File: config.mk
export PLATFORM = sky130hd
export DESIGN_NAME = rst_call_sequencer
export DESIGN_NICKNAME = d
export VERILOG_FILES = /design/src/rtl/rst_call_sequencer.sv
export SDC_FILE = /design/constraint.sdc
export NUM_CORES = 1
export LEC_CHECK = 0
export BUFFER_PORTS_ARGS = -buffer_cell sky130_fd_sc_hd__buf_2
export CORE_UTILIZATION = 30
export CTS_CLUSTER_DIAMETER = 150
export DETAILED_ROUTE_END_ITERATION = 16
export GPL_TIMING_DRIVEN = 0
export PLACE_DENSITY = 0.6
export SKIP_CTS_REPAIR_TIMING = 1
export SLEW_MARGIN = 30
export SYNTH_ARGS = -nofsm -noshare
export SYNTH_HDL_FRONTEND = slang
export SYNTH_SLANG_ARGS = --single-unit
File: constraint.sdc
create_clock -name clk -period 2.22 [get_ports clk]
set_input_delay 0 -clock clk [delete_from_list [all_inputs] [get_ports clk]]
set_output_delay 0 -clock clk [all_outputs]
set_load 0.01 [all_outputs]
File: src/rtl/rst_call_sequencer.sv
// Restart/interrupt call sequencer: arbitrates RST, NMI and INT, pushes the
// return PC onto the stack, then loads PC/SP and maintains IFF1/IFF2.
module rst_call_sequencer #(
  parameter int ADDR_W = 16,
  parameter logic [ADDR_W-1:0] INT_VECTOR = 16'h0038,
  parameter logic [ADDR_W-1:0] NMI_VECTOR = 16'h0066
) (
  input  logic              clk,
  input  logic              not_rst,
  input  logic              rst_req,
  input  logic [2:0]        rst_vec,
  input  logic              instr_boundary,
  input  logic              int_req,
  input  logic              nmi_req,
  input  logic              ei,
  input  logic              di,
  input  logic [ADDR_W-1:0] pc,
  input  logic [ADDR_W-1:0] sp,
  input  logic              mem_ready,
  output logic              mem_wr,
  output logic [ADDR_W-1:0] mem_addr,
  output logic [7:0]        mem_wdata,
  output logic              pc_wr,
  output logic [ADDR_W-1:0] pc_wdata,
  output logic              sp_wr,
  output logic [ADDR_W-1:0] sp_wdata,
  output logic              int_ack,
  output logic              nmi_ack,
  output logic              busy,
  output logic              iff1,
  output logic              iff2
);

  typedef enum logic [1:0] {IDLE = 2'd0, PUSH_HI = 2'd1, PUSH_LO = 2'd2, JUMP = 2'd3} state_t;
  typedef enum logic [1:0] {SRC_RST = 2'd0, SRC_NMI = 2'd1, SRC_INT = 2'd2} src_t;

  localparam logic [ADDR_W-1:0] ONE = ADDR_W'(1);
  localparam logic [ADDR_W-1:0] TWO = ADDR_W'(2);

  state_t            state_r;
  src_t              src_r;
  logic [ADDR_W-1:0] pc_snap_r;
  logic [ADDR_W-1:0] sp_snap_r;
  logic [ADDR_W-1:0] target_r;
  logic              nmi_prev_r;
  logic              nmi_pending_r;
  logic              ei_shadow_r;

  logic              start_s;
  src_t              src_s;
  logic [ADDR_W-1:0] target_s;
  logic              nmi_rise_s;

  assign nmi_rise_s = nmi_req & ~nmi_prev_r;

  // Start arbitration in IDLE: RST beats NMI beats INT; interrupts only at boundaries.
  always_comb begin
    start_s  = 1'b0;
    src_s    = SRC_RST;
    target_s = {{(ADDR_W-6){1'b0}}, rst_vec, 3'b000};
    if (state_r != IDLE) begin
      start_s = 1'b0;
    end else if (rst_req) begin
      start_s = 1'b1;
    end else if (instr_boundary && nmi_pending_r) begin
      start_s  = 1'b1;
      src_s    = SRC_NMI;
      target_s = NMI_VECTOR;
    end else if (instr_boundary && int_req && iff1 && !ei_shadow_r) begin
      start_s  = 1'b1;
      src_s    = SRC_INT;
      target_s = INT_VECTOR;
    end else begin
      start_s = 1'b0;
    end
  end

  // Sequencer FSM, NMI edge latch, EI shadow and interrupt-enable flags.
  always_ff @(posedge clk or negedge not_rst) begin
    if (!not_rst) begin
      state_r       <= IDLE;
      src_r         <= SRC_RST;
      pc_snap_r     <= '0;
      sp_snap_r     <= '0;
      target_r      <= '0;
      nmi_prev_r    <= 1'b0;
      nmi_pending_r <= 1'b0;
      ei_shadow_r   <= 1'b0;
      mem_wr        <= 1'b0;
      mem_addr      <= '0;
      mem_wdata     <= 8'h00;
      pc_wr         <= 1'b0;
      pc_wdata      <= '0;
      sp_wr         <= 1'b0;
      sp_wdata      <= '0;
      int_ack       <= 1'b0;
      nmi_ack       <= 1'b0;
      busy          <= 1'b0;
      iff1          <= 1'b0;
      iff2          <= 1'b0;
    end else begin
      nmi_prev_r <= nmi_req;

      if (nmi_rise_s) begin
        nmi_pending_r <= 1'b1;
      end else if (start_s && src_s == SRC_NMI) begin
        nmi_pending_r <= 1'b0;
      end else begin
        nmi_pending_r <= nmi_pending_r;
      end

      if (ei) begin
        ei_shadow_r <= 1'b1;
      end else if (instr_boundary) begin
        ei_shadow_r <= 1'b0;
      end else begin
        ei_shadow_r <= ei_shadow_r;
      end

      // The JUMP-state flag update below overrides EI/DI in the same cycle.
      if (di) begin
        iff1 <= 1'b0;
        iff2 <= 1'b0;
      end else if (ei) begin
        iff1 <= 1'b1;
        iff2 <= 1'b1;
      end else begin
        iff1 <= iff1;
        iff2 <= iff2;
      end

      case (state_r)
        IDLE: begin
          if (start_s) begin
            state_r   <= PUSH_HI;
            src_r     <= src_s;
            target_r  <= target_s;
            pc_snap_r <= pc;
            sp_snap_r <= sp;
            busy      <= 1'b1;
            mem_wr    <= 1'b1;
            mem_addr  <= sp - ONE;
            mem_wdata <= pc[ADDR_W-1 -: 8];
          end else begin
            state_r <= IDLE;
          end
        end
        PUSH_HI: begin
          if (mem_ready) begin
            state_r   <= PUSH_LO;
            mem_addr  <= sp_snap_r - TWO;
            mem_wdata <= pc_snap_r[7:0];
          end else begin
            state_r <= PUSH_HI;
          end
        end
        PUSH_LO: begin
          if (mem_ready) begin
            state_r   <= JUMP;
            mem_wr    <= 1'b0;
            mem_addr  <= '0;
            mem_wdata <= 8'h00;
            pc_wr     <= 1'b1;
            pc_wdata  <= target_r;
            sp_wr     <= 1'b1;
            sp_wdata  <= sp_snap_r - TWO;
            int_ack   <= (src_r == SRC_INT);
            nmi_ack   <= (src_r == SRC_NMI);
          end else begin
            state_r <= PUSH_LO;
          end
        end
        JUMP: begin
          state_r <= IDLE;
          busy    <= 1'b0;
          pc_wr   <= 1'b0;
          sp_wr   <= 1'b0;
          int_ack <= 1'b0;
          nmi_ack <= 1'b0;
          case (src_r)
            SRC_INT: begin
              iff1 <= 1'b0;
              iff2 <= 1'b0;
            end
            SRC_NMI: begin
              iff1 <= 1'b0;
              iff2 <= iff1;
            end
            default: begin
            end
          endcase
        end
        default: begin
          state_r <= IDLE;
          busy    <= 1'b0;
          mem_wr  <= 1'b0;
          pc_wr   <= 1'b0;
          sp_wr   <= 1'b0;
          int_ack <= 1'b0;
          nmi_ack <= 1'b0;
        end
      endcase
    end
  end

endmodule

==> flow_metrics.tcl, run 1 <==
set metrics [dict create \
    ir_worst_vdd_mv 0.529 \
    r2r_end "mem_addr[8]" \
    synth_ff_type "dfrtp_1" \
    place_hpwl_mm 8.23 \
    first_pass_iters 4 \
    syn_avg_cell_area_um2 9.41 \
    place.gp.congestion 0.875 \
    overflow 0 \
    p_switching_mw 3.28 \
    combinationalPowerShare_pct 45.3 \
    maxCapViolCount 0 \
    dp_cells 717 \
    slowest_delay_ps 430 \
    drive_gt1_share_pct 25.3 \
    ys_warn_count 0 \
    finalCritPeriodShare_pct 95.5 \
    final_hold_viol_count 0 \
    drt-wirelength-per-cell_um 14.7 \
    multi_input_area_um2 1800 \
    r2r-start "state_r[0]" \
    clock_sinks 85 \
    cp_max_fo 10 \
    layout_commonest_cell "nand2_1" \
    grt_pass1_wl_mm 17.7 \
    ff_latch_area_um2 2130 \
    cp-start-kind "flop" \
    synth_area_um2 4080 \
    cp-end-kind "flop" \
    ys_seq_elements 85 \
    seq_area_frac_synth_pct 52.1 \
    ioPinCount 108 \
    layoutNonFillerInstCount 774 \
    fillers 1322 \
    place_ws_ps -284 \
    clkPwrFrac_pct 19.4 \
    async_reset_ff_share_pct 100 \
    row_count 42 \
    antenna_found_initial 0 \
    drc 0 \
    area_delta_synth_final_pct 37.6 \
    r2r_slack_ps 100 \
    cp_slowest_cell "dfrtp_1" \
    p_int_mw 4.65 \
    finalMaxSlewViolations 0 \
    final.min_clock_period_ps 2120 \
    hold_class "input pin to flop" \
    hold_end "sp_snap_r[0]" \
    cp.buffers_inverters 3 \
    grt_max_degree 62 \
    drtIter0Drc 173 \
    finalWorstSetupSlack_ps 99.8 \
    cts_buffer_depth 2 \
    worst_pin_slew_ps 507 \
    dieArea_um2 14100 \
    clock_skew_ps 5.84 \
    crit_required_ps 2460 \
    power.density_nw_per_um2 1410 \
    p_sw_share_pct 41.4 \
    worstPathCellList "inv_2 > ha_4 > nand2b_1 > or3_1 > o211a_1 > buf_2 > clkbuf_2 > o21a_1" \
    cts_tree "built" \
    final_nets 646 \
    antenna_cells 0 \
    hp-start "sp[0]" \
    cp_top_family "buffers and inverters" \
    cp.arrival_ps 2360 \
    clock_latency_ps 350 \
    vias_per_cell 4.67 \
    min_path_cells 3 \
    finalPower_mw 7.93 \
    postSynthCellCount 434 \
    synth_edf_count 0 \
    p_leak_nw 2.65 \
    fmax_mhz 472 \
    final_cell_mix "107 x nand2_1, 98 x buf_2, 85 x dfrtp_1, 42 x dlygate4sd3_1, 39 x nor2_1" \
    fin_area_um2 5620 \
    grt_pass1_vias 3403 \
    die_w_um 119 \
    outcome "complete, no violations" \
    synth.distinct_cells 41 \
    htree_levels 3 \
    track_usage_pct 16.5 \
    worst-setup-path-type "flop to flop" \
    finish.utilization_pct 42.4 \
    seq_power_share_pct 35.3 \
    dieHeight_um 119 \
    wirelength_mm 11.4 \
    tns_ps 0 \
    setup_viol 0 \
    clkSlewWorstSetupHoldPaths_ps 60 \
    place_area_um2 4860 \
    holdWs_ps 34.9 \
    relSlewSlack_pct 66.2 \
    core_um2 13200 \
    ant_nets 0 \
    io_buffers 97 \
    start_util_pct 30.8 \
    cts_made_buffers 9 \
    root_buffer "clkbuf_16" \
    vias 3612 \
    reg2reg_depth 8 \
]
==> cell type report <==
| cell class | instances | share of cell area, % |
|---|---|---|
| plain buffers | 28 | 2.92 |
| clock buffers | 11 | 4.32 |
| clock inverters | 5 | 1.07 |
| inverters | 16 | 1.07 |
| multi-input cells | 312 | 32.0 |
| flip-flops and latches | 85 | 37.9 |
| well taps | 176 | 3.92 |
| repair buffers | 141 | 16.9 |
==> Yosys cell counts, drive strengths merged (5+ instances only) <==
| cell | number | area [um2] |
|---|---|---|
| ha | 9 | 113 |
| buf | 15 | 108 |
| inv | 16 | 60.1 |
| nand2 | 108 | 405 |
| mux2 | 5 | 56.3 |
| nor3 | 7 | 35.0 |
| o221ai | 11 | 96.3 |
| a21oi | 9 | 45.0 |
| xnor2 | 19 | 166 |
| clkbuf | 15 | 56.3 |
| nor4 | 9 | 71.3 |
| xor2 | 6 | 52.6 |
| dfrtp | 85 | 2130 |
| nor2 | 39 | 146 |
| o21ai | 31 | 155 |
| o21a | 7 | 52.6 |
| a221oi | 8 | 70.1 |
==> routing by layer <==
| layer | vias up | part of all wire, % | track usage (%) |
|---|---|---|---|
| met5 | - | 0 | 0 |
| met4 | 0 | 2.2 | 9.18 |
| met3 | 15 | 4.0 | 3.19 |
| met2 | 95 | 49 | 26.7 |
| met1 | 1725 | 44 | 20.7 |
| li1 | 1777 | - | - |
==> state kept, by name, indices dropped and copies added (netlist names), 2 cells and up, named ones only <==
register and cells:
mem_addr 16, target_r 3, src_r 2, sp_wdata 16, sp_snap_r 16, pc_snap_r 8, pc_wdata 4, mem_wdata 8
==> worst min-delay path, stage by stage <==
cell and delay (ps):
buf_2 120, inv_1 110, o21ai_0 100
==> power by group through the flow <==
stage	registers, mW	logic (mW)	clock network (mW)
after detailed placement	2.81	3.48	0
after global routing	2.90	4.05	1.65
after global placement	2.77	3.41	0
after CTS	2.79	3.50	1.58
final	2.80	3.60	1.54
after floorplan	2.91	2.04	0
==> logic make-up after synthesis <==
| group | share of synthesized area [%] |
|---|---|
| simple gates | 19.5 |
| flops | 52.1 |
| compound gates | 13.3 |
| buf+inv | 5.49 |
| xor+xnor | 5.36 |
| fa+ha+maj | 2.76 |
| mux | 1.38 |
| other cells | 0.0919 |
==> worst max-delay path by stage <==
| stage | slack (ps) | start | endpoint | depth (start not counted) |
|---|---|---|---|---|
| final | 100 | state_r[0] | mem_addr[8] | 8 |
| after global routing | -6 | state_r[0] | mem_addr[1] | 8 |
| after CTS | -310 | state_r[0] | mem_addr[0] | 7 |
| after floorplan | 220 | state_r[0] | mem_addr[15] | 9 |
| after global placement | -230 | state_r[0] | mem_addr[8] | 9 |
| after detailed placement | -280 | state_r[0] | mem_addr[0] | 7 |
Power figures use the tool's default switching activity.
==> run 2, diff against run 1 <==
--- a/config.mk
+++ b/config.mk
@@ -11,6 +11,7 @@
 export DETAILED_ROUTE_END_ITERATION = 16
 export GPL_TIMING_DRIVEN = 0
 export PLACE_DENSITY = 0.6
+export RECOVER_POWER = 25
 export SKIP_CTS_REPAIR_TIMING = 1
 export SLEW_MARGIN = 30
 export SYNTH_ARGS = -nofsm -noshare
==> run 2 against run 1 <==
Utilization fell by 0.066 points. First-iteration DRC count stayed put. Critical path type unchanged. Setup slack got worse by 2.1 ps. Register-to-register slack barely moved.
==> flow_metrics.tcl, run 2 (same netlist as run 1, synthesis figures left out) <==
set metrics [dict create \
    layout_commonest_cell "nand2_1" \
    r2r-start "state_r[0]" \
    hold_class "input pin to flop" \
    p_leak_nw 2.64 \
    antenna_cells 0 \
    clock_skew_ps 5.70 \
    final_hold_viol_count 0 \
    ant_nets 0 \
    final_cell_mix "107 x nand2_1, 97 x buf_2, 85 x dfrtp_1, 42 x dlygate4sd3_1, 39 x nor2_1" \
    cts_made_buffers 9 \
    io_buffers 97 \
    drt-wirelength-per-cell_um 14.7 \
    clkSlewWorstSetupHoldPaths_ps 60 \
    cp-start-kind "flop" \
    reg_top3 "mem_addr (16), sp_snap_r (16), sp_wdata (16)" \
    final.min_clock_period_ps 2120 \
    worst-setup-path-type "flop to flop" \
    clkPwrFrac_pct 19.4 \
    cp-end-kind "flop" \
    overflow 0 \
    ff_latch_area_um2 2130 \
    clock_sinks 85 \
    drive_gt1_share_pct 24.9 \
    multi_input_area_um2 1800 \
    track_usage_pct 16.5 \
    final_nets 646 \
    ioPinCount 108 \
    combinationalPowerShare_pct 45.3 \
    core_um2 13200 \
    dieHeight_um 119 \
    htree_levels 3 \
    cp.buffers_inverters 3 \
    fmax_mhz 471 \
    relSlewSlack_pct 2.29 \
    vias 3599 \
    dp_cells 717 \
    cp_top_family "buffers and inverters" \
    root_buffer "clkbuf_16" \
    power.density_nw_per_um2 1420 \
    drc 0 \
    r2r_end "mem_addr[8]" \
    dieArea_um2 14100 \
    hold_end "sp_snap_r[0]" \
    finalCritPeriodShare_pct 95.6 \
    min_path_cells 3 \
    p_switching_mw 3.29 \
    area_delta_synth_final_pct 37.4 \
    grt_pass1_vias 3403 \
    cp.arrival_ps 2360 \
    place_area_um2 4860 \
    hp-start "sp[0]" \
    cp_max_fo 10 \
    fin_area_um2 5610 \
    place_hpwl_mm 8.23 \
    worstPathCellList "inv_2 > ha_4 > nand2b_1 > or3_1 > o211a_1 > buf_2 > clkbuf_2 > o21a_1" \
    seq_power_share_pct 35.3 \
    clock_latency_ps 350 \
    antenna_found_initial 0 \
    outcome "complete, no violations" \
    r2r_slack_ps 100 \
    maxCapViolCount 0 \
    grt_max_degree 62 \
    cts_buffer_depth 2 \
    row_count 42 \
    vias_per_cell 4.65 \
    die_w_um 119 \
    worst_pin_slew_ps 1470 \
    p_sw_share_pct 41.4 \
    drtIter0Drc 173 \
    grt_pass1_wl_mm 17.7 \
    setup_viol 0 \
    layoutNonFillerInstCount 774 \
    wirelength_mm 11.4 \
    start_util_pct 30.8 \
    cts_tree "built" \
    cp_slowest_cell "dfrtp_1" \
    finalMaxSlewViolations 0 \
    place.gp.congestion 0.875 \
    p_int_mw 4.65 \
    fillers 1325 \
    crit_required_ps 2460 \
    reg2reg_depth 8 \
    slowest_delay_ps 430 \
    first_pass_iters 4 \
    ir_worst_vdd_mv 0.529 \
]
==> run 2: cell types whose count changed in the layout (fill, tap and decap cells not counted), sizes merged <==
cell / before / now
buf: 114 / 112
clkbuf: 24 / 26
==> run 2: cell type report <==
| type | count | share of cell area [%] |
|---|---|---|
| clock inverters | 5 | 1.07 |
| well taps | 176 | 3.93 |
| inverters | 16 | 1.07 |
| clock buffers | 11 | 4.33 |
| flip-flops and latches | 85 | 37.9 |
| plain buffers | 28 | 2.92 |
| multi-input cells | 312 | 32.0 |
| repair buffers | 141 | 16.7 |
==> run 2: worst max-delay path by stage <==
stage,startpoint,end,slack (ps),depth (start not counted)
3_3_place_gp,state_r[0],mem_addr[8],-230,9
4_1_cts,state_r[0],mem_addr[0],-310,7
3_5_place_dp,state_r[0],mem_addr[0],-280,7
5_1_grt,state_r[0],mem_addr[1],-6,8
2_1_floorplan,state_r[0],mem_addr[15],220,9
6_report,state_r[0],mem_addr[8],100,8
==> run 2: layer usage <==
layer | wire length (um) | vias up | GRT usage (%)
met4 | 242 | 0 | 9.18
met1 | 5120 | 1712 | 20.7
met2 | 5620 | 95 | 26.7
li1 | - | 1778 | -
met5 | 0 | - | 0
met3 | 432 | 14 | 3.19
==> run 2: tightest hold or removal path, stage by stage <==
cell	delay (ps)
buf_2	120
inv_1	110
o21ai_0	100
==> run 2: per-stage QoR <==
stage | utilization (%) | hold WS [ps] | worst slack (ps) | TNS (ps) | total power [mW]
finish | 42.3 | 27.1 | 97.7 | 0 | 7.94
global route | 42.3 | 70.2 | -6.15 | -21.9 | 8.60
CTS | 39.0 | -497 | -314 | -7100 | 7.87
detailed placement | 36.7 | -121 | -284 | -6150 | 6.29
global placement | 36.4 | 128 | -229 | -4110 | 6.18
floorplan | - | -296 | 219 | 0 | 4.95
==> run 2: power by group through the flow <==
stage / Sequential [mW] / Combinational [mW] / Clock [mW]
6_report: 2.80 / 3.60 / 1.54
5_1_grt: 2.90 / 4.05 / 1.65
4_1_cts: 2.79 / 3.50 / 1.58
3_5_place_dp: 2.81 / 3.48 / 0
3_3_place_gp: 2.77 / 3.41 / 0
2_1_floorplan: 2.91 / 2.04 / 0
==> run 3, diff against run 2 <==
--- a/config.mk
+++ b/config.mk
@@ -12,6 +12,7 @@
 export GPL_TIMING_DRIVEN = 0
 export PLACE_DENSITY = 0.6
 export RECOVER_POWER = 25
+export SETUP_SLACK_MARGIN = 0.1
 export SKIP_CTS_REPAIR_TIMING = 1
 export SLEW_MARGIN = 30
 export SYNTH_ARGS = -nofsm -noshare
==> run 3 against run 2 <==
Worst hold slack better by 5.9 ps. Wire length rose by 0.11%. Flip-flop and latch count stayed put. First-iteration DRC count decreased by 8.7%. Clock-buffer cell count is the same. Maximum frequency up 5.1%. Critical path type unchanged. Largest cell class unchanged.
==> flow_metrics.tcl, run 3 (same netlist as run 1, synthesis figures left out) <==
set metrics [dict create \
    outcome "complete, no violations" \
    tns_ps 0 \
    cp-start-kind "flop" \
    die_w_um 119 \
    holdWs_ps 33.0 \
    antenna_found_initial 0 \
    cp.buffers_inverters 3 \
    ant_nets 0 \
    maxCapViolCount 0 \
    io_buffers 97 \
    r2r_slack_ps 200 \
    track_usage_pct 16.5 \
    finalCritPeriodShare_pct 90.9 \
    area_delta_synth_final_pct 37.9 \
    crit_required_ps 2440 \
    place_hpwl_mm 8.23 \
    ir_worst_vdd_mv 0.536 \
    dieArea_um2 14100 \
    drive_gt1_share_pct 25.5 \
    worstPathCellList "inv_2 > ha_4 > nand2b_1 > or3_4 > o211a_1 > buf_2 > buf_6 > o211ai_1 > o211ai_2" \
    grt_pass1_vias 3403 \
    finalPower_mw 7.98 \
    clock_latency_ps 350 \
    layoutNonFillerInstCount 775 \
    grt_max_degree 62 \
    final_hold_viol_count 0 \
    cp_top_family "buffers and inverters" \
    drtIter0Drc 158 \
    first_pass_iters 4 \
    root_buffer "clkbuf_16" \
    fmax_mhz 495 \
    drt-wirelength-per-cell_um 14.7 \
    cp_slowest_cell "dfrtp_1" \
    drc 0 \
    cp-end-kind "flop" \
    layout_commonest_cell "nand2_1" \
    clkSlewWorstSetupHoldPaths_ps 60 \
    grt_pass1_wl_mm 17.7 \
    vias 3597 \
    place.gp.congestion 0.875 \
    start_util_pct 30.8 \
    finalMaxSlewViolations 0 \
    dp_cells 717 \
    power.density_nw_per_um2 1420 \
    rsz0062_at_grt "no" \
    core_um2 13200 \
    worst_pin_slew_ps 1440 \
    wirelength_mm 11.4 \
    row_count 42 \
    cts_tree "built" \
    htree_levels 3 \
    final.min_clock_period_ps 2020 \
    clock_sinks 85 \
    clock_skew_ps 5.38 \
    reg_top3 "mem_addr (16), sp_snap_r (16), sp_wdata (16)" \
    cts_made_buffers 9 \
    relSlewSlack_pct 4.16 \
    cp_max_fo 10 \
    overflow 0 \
    ioPinCount 108 \
    slowest_delay_ps 420 \
    cts_buffer_depth 2 \
    final_nets 647 \
    vias_per_cell 4.64 \
    setup_viol 0 \
    p_leak_nw 2.65 \
    worst-setup-path-type "flop to flop" \
    dieHeight_um 119 \
    final_cell_mix "107 x nand2_1, 97 x buf_2, 85 x dfrtp_1, 42 x dlygate4sd3_1, 39 x nor2_1" \
    cp.arrival_ps 2240 \
    hold_class "input pin to flop" \
    antenna_cells 0 \
]
-- run 3: routing by layer --
metal  track usage, %  wire (um)  vias up  share of wire [%]
met5                0          0        -                  0
met4             9.18        245        0                2.1
met3             3.19        428       14                3.7
met2             26.7       5700       89                 50
met1             20.7       5050     1716                 44
li1                 -          -     1778                  -
-- run 3: stage by stage --
stage	worst slack (ps)	area [um2]	utilization, %
after global routing	101	5630	42.5
after CTS	-314	5160	39.0
after global placement	-229	4820	36.4
after detailed placement	-284	4860	36.7
final	201	5630	42.5
after floorplan	219	4120	-
-- run 3: worst reg2reg max path: stages, from the launching register on --
cell and delay (ps):
dfrtp_1 420, inv_2 110, ha_4 180, nand2b_1 100, or3_4 360, o211a_1 140, buf_2 180, buf_6 170
o211ai_1 120, o211ai_2 120
-- run 3: power breakdown --
| group | leakage (nW) | switching, mW | internal [mW] |
|---|---|---|---|
| Clock | 0.134 | 0.637 | 0.903 |
| Combinational | 1.48 | 2.15 | 1.50 |
| Sequential | 1.04 | 0.512 | 2.28 |
| Total | 2.65 | 3.30 | 4.69 |
-- run 3: layout make-up --
| type | count | area [um2] |
|---|---|---|
| Buffer | 28 | 173 |
| Sequential cell | 85 | 2130 |
| Clock inverter | 5 | 60.1 |
| Clock buffer | 11 | 243 |
| Tap cell | 176 | 220 |
| Inverter | 16 | 60.1 |
| Fill cell | 1329 | 7610 |
| Multi-Input combinational cell | 312 | 1800 |
| Timing Repair Buffer | 142 | 946 |
-- run 3: worst paths after layout --
check	start	end	depth (start not counted)
worst max-delay path	state_r[0]	mem_addr[15]	9
worst min-delay path	sp[0]	sp_snap_r[0]	3
worst max register to register	state_r[0]	mem_addr[15]	9
max in group asynchronous	not_rst	sp_wdata[11]	3
worst min register to register	nmi_prev_r	nmi_pending_r	1
min in group asynchronous	not_rst	nmi_prev_r	2
